`src/rtl/regfile_stream_ctrl.sv`:
```
`default_nettype none
// ============================================================================
// Module   : regfile_stream_ctrl
// Purpose  : Sequencer between a 32-bit word stream and a 4 x 512-bit register
//            file (A1..A4). LOAD gathers BEATS input words into one register
//            write; UNLOAD reads one register and emits it as BEATS output
//            words, least-significant word first.
// Ports    :
//   clk, reset            clock (posedge) / asynchronous active-high reset
//   cmd_valid/ready       command handshake; cmd_op 0=LOAD 1=UNLOAD,
//                         cmd_reg selects A1..A4 (00..11)
//   in_valid/ready/data   input word stream (used by LOAD)
//   out_valid/ready/data  output word stream (produced by UNLOAD)
//   rf_we/regselect/      register-file write enable, select and write data
//   rf_wdata
//   rf_rdata              register-file read data (combinational on select)
//   busy                  high whenever the sequencer is not idle
//   done                  one-cycle pulse when a command completes
// Revision : 1.0 - initial release
// ============================================================================
module regfile_stream_ctrl #(
  parameter int DATA_W = 512,
  parameter int WORD_W = 32
) (
  input  logic              clk,
  input  logic              reset,
  input  logic              cmd_valid,
  output logic              cmd_ready,
  input  logic              cmd_op,
  input  logic [1:0]        cmd_reg,
  input  logic              in_valid,
  output logic              in_ready,
  input  logic [WORD_W-1:0] in_data,
  output logic              out_valid,
  input  logic              out_ready,
  output logic [WORD_W-1:0] out_data,
  output logic              rf_we,
  output logic [1:0]        rf_regselect,
  output logic [DATA_W-1:0] rf_wdata,
  input  logic [DATA_W-1:0] rf_rdata,
  output logic              busy,
  output logic              done
);

  localparam int BEATS = DATA_W / WORD_W;
  localparam int CNT_W = (BEATS > 1) ? $clog2(BEATS) : 1;
  localparam logic [CNT_W-1:0] c_LAST_BEAT = CNT_W'(BEATS - 1);

  localparam logic [2:0] c_ST_IDLE   = 3'd0;
  localparam logic [2:0] c_ST_LOAD   = 3'd1;
  localparam logic [2:0] c_ST_WRITE  = 3'd2;
  localparam logic [2:0] c_ST_READ   = 3'd3;
  localparam logic [2:0] c_ST_UNLOAD = 3'd4;
  localparam logic [2:0] c_ST_DONE   = 3'd5;

  logic [2:0]        r_state;
  logic [CNT_W-1:0]  r_cnt;
  logic [DATA_W-1:0] r_buf;
  logic [1:0]        r_reg;
  logic              r_we;

  // Word view of the buffer; the output mux indexes this with the beat count.
  logic [WORD_W-1:0] w_words [BEATS];

  genvar gi;
  generate
    for (gi = 0; gi < BEATS; gi++) begin : g_word_view
      assign w_words[gi] = r_buf[gi*WORD_W +: WORD_W];
    end
  endgenerate

  always_ff @(posedge clk or posedge reset) begin
    if (reset) begin
      r_state <= c_ST_IDLE;
      r_cnt   <= '0;
      r_buf   <= '0;
      r_reg   <= 2'b00;
      r_we    <= 1'b0;
    end else begin
      r_we <= 1'b0;
      case (r_state)
        c_ST_IDLE: begin
          if (cmd_valid) begin
            r_reg   <= cmd_reg;
            r_cnt   <= '0;
            r_state <= cmd_op ? c_ST_READ : c_ST_LOAD;
          end
        end
        c_ST_LOAD: begin
          if (in_valid) begin
            // Constant-slice write per beat keeps the buffer update a plain
            // per-word enable rather than a variable shifter.
            for (int b = 0; b < BEATS; b++) begin
              if (r_cnt == CNT_W'(b)) begin
                r_buf[b*WORD_W +: WORD_W] <= in_data;
              end
            end
            if (r_cnt == c_LAST_BEAT) begin
              // Register the write strobe so it is clean for the whole
              // WRITE cycle, including the file's falling-edge capture.
              r_we    <= 1'b1;
              r_state <= c_ST_WRITE;
            end else begin
              r_cnt <= r_cnt + 1'b1;
            end
          end
        end
        c_ST_WRITE: begin
          r_state <= c_ST_DONE;
        end
        c_ST_READ: begin
          r_buf   <= rf_rdata;
          r_cnt   <= '0;
          r_state <= c_ST_UNLOAD;
        end
        c_ST_UNLOAD: begin
          if (out_ready) begin
            if (r_cnt == c_LAST_BEAT) begin
              r_state <= c_ST_DONE;
            end else begin
              r_cnt <= r_cnt + 1'b1;
            end
          end
        end
        c_ST_DONE: begin
          r_state <= c_ST_IDLE;
        end
        default: begin
          r_state <= c_ST_IDLE;
        end
      endcase
    end
  end

  assign cmd_ready    = (r_state == c_ST_IDLE);
  assign in_ready     = (r_state == c_ST_LOAD);
  assign out_valid    = (r_state == c_ST_UNLOAD);
  assign busy         = (r_state != c_ST_IDLE);
  assign done         = (r_state == c_ST_DONE);
  assign rf_we        = r_we;
  assign rf_regselect = r_reg;
  assign rf_wdata     = r_buf;
  // Buffer and count only change on a taken beat, so this is stable under
  // backpressure.
  assign out_data     = w_words[r_cnt];

endmodule
`default_nettype wire
```
`config.mk`:
```
export PLATFORM = sky130hd
export DESIGN_NAME = regfile_stream_ctrl
export DESIGN_NICKNAME = d
export VERILOG_FILES = /design/src/rtl/regfile_stream_ctrl.sv
export SDC_FILE = /design/constraint.sdc
export NUM_CORES = 2
export LEC_CHECK = 0
export ABC_AREA = 1
export CAP_MARGIN = 20
export CORE_AREA = 2 2 425 427
export DETAILED_ROUTE_END_ITERATION = 16
export DIE_AREA = 0 0 427 429
export GPL_ROUTABILITY_DRIVEN = 0
export PLACE_DENSITY = 0.47
export SYNTH_ARGS = -nofsm -noshare
export SYNTH_HDL_FRONTEND = slang
export SYNTH_SLANG_ARGS = --single-unit
```
`constraint.sdc`:
```
create_clock -name clk -period 22.4 [get_ports clk]
set_input_delay 2.24 -clock clk [delete_from_list [all_inputs] [get_ports clk]]
set_output_delay 2.24 -clock clk [all_outputs]
set_load 0.01 [all_outputs]
```
# == Word-level counts from Yosys, hierarchy flattened ==
# Index checks and enable logic that the tools add are counted.
# totals
ff_bits,522
inputBits,552
out_inout_bits,552
word_cells,123
# classes
add_sub_neg,1
order_cmp,1
eq_ne,40
muxes,36
bitwise,1
n_reduce_logical,24
# op_table
cell,count
$pmux W512 S2,1
$mux W32,18
$mux W512,1
$bmux W32 S4,1
$reduce_and A3 Y1,16
$ne A2 B1 Y1 const B,18
$eq A4 B4 Y1 const B,8
$eq A4 B3 Y1 const B,4
$mux W4,4
$pmux W4 S4,1
$mux W3,5
$pmux W3 S5,1
$eq A4 B2 Y1 const B,2
$eq A3 B2 Y1 const B,2
$eq A3 B3 Y1 const B,2
$ge A5 B5 Y1 const B,1
$not A4 Y5,1
$reduce_and A5 Y1,1
$add A4 B1 Y4 const B,1
$eq A4 B1 Y1 const B,1
$logic_not A4 Y1,1
$ne A2 B2 Y1 const B,2
$reduce_and A4 Y1,1
$reduce_bool A4 Y1,1
other kinds (7),9

# == Depth between registers and ports, before layout ==
# depth
depth_word,4
mapped_depth,10
ltp_nobuf,7

# == Worst setup path before layout ==
# OpenSTA, ideal clock, no wires.
# synth_path
kind,flip-flop to output port
from,register r_cnt[0]
to,output out_data[11]
arrival_time_ps,1564
required_time_ps,20160
setup_slack_ps,18596
path_stages_with_launch,10
n_path_buf,3
cell_sequence,dfrtp_1 > buf_2 > clkinv_1 > clkbuf_1 > clkbuf_1 > nand2_1 > nand3_1 > nand2_1 > nand2_1 > nand4_1
# synth_between
elab_chain_cells,4
# synth_lines
item,line_no,source
"start, declared",57,logic [CNT_W-1:0] r_cnt;
"start signal, assigned",104,r_cnt <= r_cnt + 1'b1;
"start signal, assigned",121,r_cnt <= r_cnt + 1'b1;
$not A4 Y5 (not written as such),145,assign out_data = w_words[r_cnt];
$bmux W32 S4,145,
$mux W32 (not written as such) (2 in series),145,
"end, declared",36,"output logic [WORD_W-1:0] out_data,"
# No other way between the ends. The select of a mux whose other input is x is not followed.

# == Worst setup path in the final report ==
# layout_path
from,register r_cnt[0]
to,output out_data[14]
# Same word-level chain as after synthesis.

==> results.toml <==
[critical_path]
crit_path_cell_trace = "buf_4, buf_4, nor2_1, nor2_1, nand2_1, nand2_1, nand2_1, nand4_1, clkdlybuf4s50_1"
cp.buffers_inverters = 3
critical_path.top_delay_family = "buffers and inverters"
path_class = "flip-flop to output port"
worst_setup_path_end_kind = "output port"
crit_path_start_kind = "flip-flop"
crit_slowest_cell = "buf_4"
worstPathRequired_ps = 20160
cp_data_arrival_time_ps = 4500
critPathMostFrequentCell = "nand2_1"
critPathMaxFanout = 80
slowest_delay_ps = 780

[place]
dp.cells = 8136
place_ws_ps = 16380
dp_hpwl_microns = 177000
port_buffers = 1103
dpl-instance-area_sq_um = 45000

[synth]
syn_area_sq_um = 32400
ys_seq_area_share_pct = 40.3
synth.distinct_cells = 26
synthTopCellsByArea = "dfrtp_1 (40%), nand2_1 (26%), nand3_1 (18%)"
synth_seq_cells = 522
avgSynthCellArea_sq_um = 6.44
synth_top_area_cell = "dfrtp_1"
netlist.area_leader.share_pct = 40.3
netlist_instances = 5027
syn-num-nets = 5584
synth_warnings = 0

[routing]
dr.pass1.iters = 5
top_layer_used = "met4"
wire_per_inst_microns = 29.1
route.layer.met1.wl_microns = 95100
via_per_inst = 4.85
ant_nets = 0
initialDrtViolationCount = 4099
met2_length_microns = 112000
wl_met3_microns = 20900
vias = 40200
routed_wl_microns = 241000
drc_errors = 0

[job]
max-cap-violations = 0

[finish]
syn2layout_area_growth_pct = 47.0
stdcell_count = 8290
fillers = 20000
drive_gt1_share_pct = 4.11
fin_nets = 6412
final_area_sq_um = 47600

[sta]
worst_pin_slew_ps = 1430
rsz0062_at_grt = "no"
clock_skew_ps = 45.7
fin_crit_sh_pct = 30.1
finalSetupViolCount = 0
hold_viol_final = 0
max_freq_ghz = 0.148
finalWorstSetupSlack_ps = 15660
post-route-min-period_ps = 6740
slew_headroom_pct = 4.72
drv_slew = 0
tns_ps = 0

[pwr]
power_frac_comb_pct = 55.2
max-vdd-ir-drop_mv = 0.0805
p_int_uw = 3570
p_clk_share_pct = 18.0
leakage_uw = 0.0230
p_seq_share_pct = 26.9
p_sw_uw = 3530
power_uw = 7100
swShare_pct = 49.7
power.density_nw_per_um2 = 149

[clocking]
postCtsHoldBufs = 0
cts_tree = "yes"
cts.sinks = 522
cts-root-buf = "clkbuf_16"
cts-buffers-inserted = 72
cts.clk_slew.worst_paths_ps = 60
clock_latency_ps = 700
cts_resized = 0
post_cts_buffers = 0
clockBufferDepth = 3
htreeDepth = 3

[die]
ioPinCount = 1104
rows = 155
start_util_pct = 18.2
chipWidth_microns = 427
die_area_sq_um = 183000
die_h_microns = 429
core_area_sq_um = 178000

[global_routing]
antenna_found_initial = 40
grt_pass1_wl_microns = 326000
grt_max_degree = 192
overflow = 0
grt_pass1_vias = 38800
grtUsageTotal_pct = 25.4

[outcome]
status = "complete, no violations"

[min_path]
hold_path.class = "flip-flop to flip-flop"
[cell usage in the layout, fill, tap and decap left out, types with 4 or more instances in the layout]
cell type	instances
clkinv_2	7
clkbuf_1	15
buf_12	6
nand2_2	47
o21ai_1	28
ha_1	5
nand3_4	9
nand2_1	2197
inv_6	4
o21ai_0	72
nand3_2	6
dfrtp_1	519
bufinv_16	7
clkbuf_8	16
inv_1	353
nand3_1	1164
o21bai_1	4
clkdlybuf4s50_1	1103
nand4_1	33
diode_2	25
nor2_4	5
buf_4	46
nor2_1	170
clkbuf_16	75
[through the flow]
step | util [%] | hold WS [ps]
global route | 26.7 | 528
detailed placement | 25.3 | 471
global placement | 25.3 | 471
finish | 26.7 | 486
floorplan | - | 506
CTS | 26.7 | 486
[synth_stat cells]
cell type	count
nor2_4	3
nand2_1	2201
a21oi_1	2
nand4_1	33
o21bai_1	4
nand2_2	44
inv_1	355
xnor2_1	1
nand3_4	9
buf_12	1
clkbuf_1	198
nor2_1	170
buf_2	91
nor2_2	2
clkinv_1	2
buf_4	70
nand2_4	1
nand3_1	1170
nor2_8	1
buf_6	1
dfrtp_1	522
buf_1	40
o21ai_1	28
ha_1	5
o21ai_0	72
inv_2	1
[worst paths after layout]
check	from	endpoint	slack, ps	depth (start not counted)
max	r_cnt[0]$_DFFE_PP0P_	out_data[14]	15660	9
min	rf_regselect[1]$_DFFE_PP0P_	rf_regselect[1]$_DFFE_PP0P_	490	2
max reg2reg	r_state[0]$_DFFE_PP0P_	rf_wdata[282]$_DFFE_PP0P_	17290	7
min reg2reg	rf_regselect[1]$_DFFE_PP0P_	rf_regselect[1]$_DFFE_PP0P_	490	2
max in group asynchronous	reset	rf_wdata[28]$_DFFE_PP0P_	17660	5
min in group asynchronous	reset	rf_wdata[137]$_DFFE_PP0P_	2020	2
[state kept, by name, indices dropped and copies added (netlist names)]
register      flops
r_state           3
rf_regselect      2
r_cnt             4
rf_wdata        512
rf_we             1
[power groups by stage]
| stage | combinational, uW | sequential (uW) | clock, uW |
|---|---|---|---|
| 6_report | 3920 | 1910 | 1280 |
| 3_5_place_dp | 3910 | 1900 | 0 |
| 3_3_place_gp | 3890 | 1900 | 0 |
| 2_1_floorplan | 1650 | 1830 | 0 |
| 4_1_cts | 3920 | 1890 | 1300 |
| 5_1_grt | 4180 | 1940 | 1340 |
[cell type report]
| cell class | count | area [sq um] | area share (%) |
|---|---|---|---|
| clock buffers | 106 | 2150 | 4.52 |
| inverters | 358 | 1370 | 2.87 |
| multi-input cells | 3746 | 16100 | 33.9 |
| diodes | 25 | 62.6 | 0.131 |
| clock inverters | 23 | 362 | 0.759 |
| flip-flops and latches | 522 | 13100 | 27.5 |
| well taps | 2355 | 2950 | 6.19 |
| repair buffers | 1155 | 11500 | 24.2 |
[routing by layer]
metal | vias to the layer above | global-route usage [%]
li1 | 17500 | -
met1 | 20100 | 31.5
met2 | 2191 | 40.6
met3 | 416 | 6.06
met4 | 0 | 13.3
met5 | - | 0
[worst register-to-register path, cell delays in order, from the launching register on]
cell and delay [ps]:
dfrtp_4 750, buf_12 540, buf_12 540, nand2_8 730, buf_12 460, nand2_2 1620
nand2_1 280, nand2_1 120
[kinds of logic (layout without fill, tap and decap cells)]
kind of cell / Yosys count / after routing / share of synthesized area (%)
AOI/OAI and AO/OA: 106 / 106 / 1.67
xor gates and xnor gates: 1 / 1 / 0.0270
adders and majority gates: 5 / 5 / 0.193
buffers and inverters: 759 / 1642 / 10.0
DFF: 522 / 522 / 40.3
other: 0 / 25 / 0
and+or+nand+nor: 3634 / 3634 / 47.8
No activity file was read; power rests on OpenSTA's default activity.
